$ cat src/rtl/freq_monitor.sv
// Measures the half-period of a divided clock sampled in the F1 domain and
// emits per-edge strobes, the last half-period, and a lock/error status.
module freq_monitor #(
    parameter int unsigned K        = 5,
    parameter int unsigned TOL      = 0,
    parameter int unsigned LOCK_CNT = 4,
    parameter int unsigned CW       = 32
) (
    input  logic          F1,
    input  logic          rst_n,
    input  logic          F2_in,
    output logic          tick,
    output logic          rise,
    output logic          fall,
    output logic [CW-1:0] period,
    output logic          locked,
    output logic          err,
    output logic [7:0]    err_cnt
);

    localparam int unsigned GW  = (LOCK_CNT < 2) ? 1 : $clog2(LOCK_CNT + 1);
    localparam int unsigned LO  = (K > TOL) ? (K - TOL) : 0;
    localparam int unsigned HI  = K + TOL;
    localparam int unsigned TMO = 4 * K;

    typedef enum logic [1:0] {SEARCH, TRAIN, LOCKED} state_t;

    state_t          state;
    logic            s1, s2, s3;
    logic [CW-1:0]   cnt;
    logic [GW-1:0]   good;

    logic            e_c;
    logic [CW-1:0]   m_c;
    logic            good_c;
    logic            tmo_c;
    logic            err_c;
    logic [GW-1:0]   good_inc_c;

    // Edge detect, measurement and error qualification for the current cycle
    always_comb begin
        e_c        = s2 ^ s3;
        m_c        = cnt + CW'(1);
        good_c     = (m_c >= CW'(LO)) && (m_c <= CW'(HI));
        tmo_c      = !e_c && (state != SEARCH) && (m_c == CW'(TMO));
        err_c      = (e_c && (state != SEARCH) && !good_c) || tmo_c;
        good_inc_c = good + GW'(1);
    end

    always_ff @(posedge F1) begin
        if (!rst_n) begin
            s1      <= 1'b0;
            s2      <= 1'b0;
            s3      <= 1'b0;
            cnt     <= '0;
            good    <= '0;
            state   <= SEARCH;
            tick    <= 1'b0;
            rise    <= 1'b0;
            fall    <= 1'b0;
            period  <= '0;
            locked  <= 1'b0;
            err     <= 1'b0;
            err_cnt <= 8'd0;
        end else begin
            s1   <= F2_in;
            s2   <= s1;
            s3   <= s2;
            tick <= e_c;
            rise <= s2 & ~s3;
            fall <= ~s2 & s3;
            err  <= err_c;

            if (err_c && (err_cnt != 8'hFF)) begin
                err_cnt <= err_cnt + 8'd1;
            end

            // Counter restarts on each edge and parks at all-ones if the input stalls
            if (e_c) begin
                cnt <= '0;
            end else if (cnt != '1) begin
                cnt <= m_c;
            end

            if (tmo_c) begin
                state  <= SEARCH;
                good   <= '0;
                locked <= 1'b0;
            end else if (e_c) begin
                case (state)
                    SEARCH: begin
                        state <= TRAIN;
                        good  <= '0;
                    end
                    TRAIN: begin
                        period <= m_c;
                        if (good_c) begin
                            good <= good_inc_c;
                            if (good_inc_c == GW'(LOCK_CNT)) begin
                                state  <= LOCKED;
                                locked <= 1'b1;
                            end
                        end else begin
                            good <= '0;
                        end
                    end
                    LOCKED: begin
                        period <= m_c;
                        if (!good_c) begin
                            state  <= TRAIN;
                            good   <= '0;
                            locked <= 1'b0;
                        end
                    end
                    default: begin
                        state <= SEARCH;
                        good  <= '0;
                    end
                endcase
            end
        end
    end

endmodule

$ cat config.mk
export PLATFORM = sky130hd
export DESIGN_NAME = freq_monitor
export DESIGN_NICKNAME = d
export VERILOG_FILES = /design/src/rtl/freq_monitor.sv
export SDC_FILE = /design/constraint.sdc
export NUM_CORES = 1
export LEC_CHECK = 0
export ABC_AREA = 1
export CAP_MARGIN = 15
export CORE_UTILIZATION = 55
export DETAILED_ROUTE_END_ITERATION = 8
export PLACE_DENSITY = 0.86
export SYNTH_ARGS = -nofsm -noshare
export SYNTH_HDL_FRONTEND = slang
export SYNTH_SLANG_ARGS = --single-unit
$ cat constraint.sdc
create_clock -name F1 -period 2.6 [get_ports F1]
set_clock_uncertainty 0.1 [all_clocks]
set_input_delay 0.52 -clock F1 [delete_from_list [all_inputs] [get_ports F1]]
set_output_delay 0.52 -clock F1 [all_outputs]
set_load 0.02 [all_outputs]
==> results.ini <==
[clocking]
clk_pin_slew_worst_paths_ps = 80
clk_latency_ps = 360
cts_root_buffer = clkbuf_8
cts_tree = yes
cts_sinks = 85
hold_buffers = 0
clockBufferDepth = 2
htree_levels = 3
numCtsBuffers = 9

[global_routing]
grt_pass1_wl_mm = 18.6
track_usage_pct = 28.1
grt_antenna_before_repair = 0
overflow = 0
grt_max_degree = 28
grt_pass1_vias = 4045

[placed_design]
gp_congestion = 0.916
pre_cts_ws_ps = 73.2
place_hpwl_mm = 8.27
place_inst = 792
port_buffers = 47

[worst_setup_path]
crit_slowest_cell = dfxtp_2
cp.required_ps = 2790
cpMostUsedCell = nand2_2
critPathMaxFanout = 7
slowest_delay_ps = 360
crit_chain = buf_4, nand2_2, nor2_8, nand2_4, nor2_4, nand2_1, nand2_1, nand2_2, nor2_2, nand2_2, nor2_4, nand4_1, nand2_2, buf_4, o21ai_1, nor2_1
arrival_ps = 2670
worst_setup_path_start_kind = flip-flop
worstSetupEndpointType = flip-flop
worstSetupPathType = reg2reg

[synthesis]
post_synth.cell_area_avg_sq_um = 6.85
syn_inst = 643
netlist_area_sq_um = 4400
synthArstFlopShare_pct = 0
ys_seq_area_share_pct = 38.6
synth-edff-count = 0
ys.warnings.count = 0
synth_nets = 657
ys.flop_type = dfxtp_1
synth.distinct_cells = 35
synth-seq-cells = 85

[layout]
drive_gt1_share_pct = 14.0
layout_common_cells = nand2_1, inv_1, nor2_1
n_fill_cell = 598
final_cells = 811
antenna_cells = 0
final_common_cell = nand2_1
areaGrowthSynthToFinish_pct = 22.8
nets = 720

[timing]
fin_crit_sh_pct = 95.2
slew_headroom_pct = 60.0
final_max_slew_viol_count = 0
final-setup-viol-count = 0
worst_slew_pin_slew_ps = 600
fin_crit_ps = 2480
hold_viol_final = 0
fmax_mhz = 404
setup_slack_ps = 125

[floorplan]
die_h_um = 91.5
core-area_sq_um = 7730
dieArea_sq_um = 8370
pin_count = 48
fp.dieW_um = 91.5
start_util_pct = 57.0
rows = 32

[routing]
route.detailed.drc = 0
vias_per_cell = 5.31
wirelength_mm = 11.5
drtIter0Drc = 204
firstDrtPassIters = 6
vias = 4304
wl_per_cell_um = 14.2
ant_nets = 0

[flow_run]
drv_cap = 0

[worst_hold_path]
hold_path_class = reg2reg

[pwr]
p_leak_nw = 2.50
peakVddDrop_v = 0.000390
power_density_nw_per_um2 = 462

[outcome]
outcome = complete, no violations

-- routing by layer --
metal / track usage (%) / wire (um)
met3: 4.77 / 603
met4: 13.2 / 447
met1: 33.0 / 4780
met5: 0 / 0
met2: 49.4 / 5650
-- power breakdown --
group / internal, W / switching, W
Sequential: 0.00132 / 0.0000143
Combinational: 0.0000680 / 0.000111
Clock: 0.000527 / 0.000458
Total: 0.00192 / 0.000583
-- area by class of cell --
type / count / area, sq um / area share, %
well taps: 102 / 128 / 2.36
multi-input cells: 451 / 2390 / 44.2
clock buffers: 9 / 124 / 2.29
clock inverters: 5 / 77.6 / 1.43
flip-flops and latches: 85 / 1710 / 31.6
repair buffers: 67 / 633 / 11.7
inverters: 92 / 345 / 6.38
-- sequential cells by signal, indices dropped and copies added (netlist names) --
name     flops
period      32
good         3
fall         1
rise         1
cnt         32
s2           1
s1           1
locked       1
tick         1
err          1
s3           1
state        2
err_cnt      8
-- synth_stat cells (8+ instances only) --
library cell	n	area, sq um
nand4_1	8	50.1
a21oi_1	33	165
ha_1	11	138
nand3b_1	11	82.6
clkbuf_1	10	37.5
o211ai_1	8	60.1
dfxtp_1	85	1700
nor2_1	94	353
inv_1	89	334
nand3_1	27	135
nand2_1	167	627
nand2_2	14	87.6
o21ai_0	31	155
-- worst max-delay path, delay by kind of cell (launching register included) --
kind,cells,cell delay [ps]
compound gates,1,100
buf+inv,2,260
flops,1,360
simple gates,13,1590
-- through the flow --
step,power [W],area (sq um),TNS [ps],hold WS [ps],utilization [%]
5_1_grt,0.00258,5410,-36.7,353,70.0
6_report,0.00250,5410,0,316,70.0
3_3_place_gp,0.00152,5060,0,292,65.5
4_1_cts,0.00250,5260,0,320,68.1
2_1_floorplan,0.00147,4400,0,290,-
3_5_place_dp,0.00153,5060,0,300,65.5
-- timing repair --
action | 4_1_cts | 5_1_grt
setup endpoints to repair | 0 | 14
resized for setup | 0 | 35
setup buffers | 0 | 5
-- kinds of logic (layout without fill, tap and decap cells) --
logic type                 count (synthesis)  count (layout)  synth area share, %
buffers and inverters                    107             173                 9.38
adders and majority gates                 11              11                 3.12
AOI/OAI and AO/OA                         83              83                 10.3
and+or+nand+nor                          348             348                 36.7
DFF                                       85              85                 38.6
xor gates and xnor gates                   9               9                 1.79
-- worst paths after layout --
| check | start | end | slack [ps] | cells after the start |
|---|---|---|---|---|
| max | cnt[1] | good[1] | 120 | 16 |
| min | s1 | s2 | 320 | 2 |
| min reg2reg | s1 | s2 | 320 | 2 |
| max reg2reg | cnt[1] | good[1] | 120 | 16 |
Power figures use the tool's default switching activity.
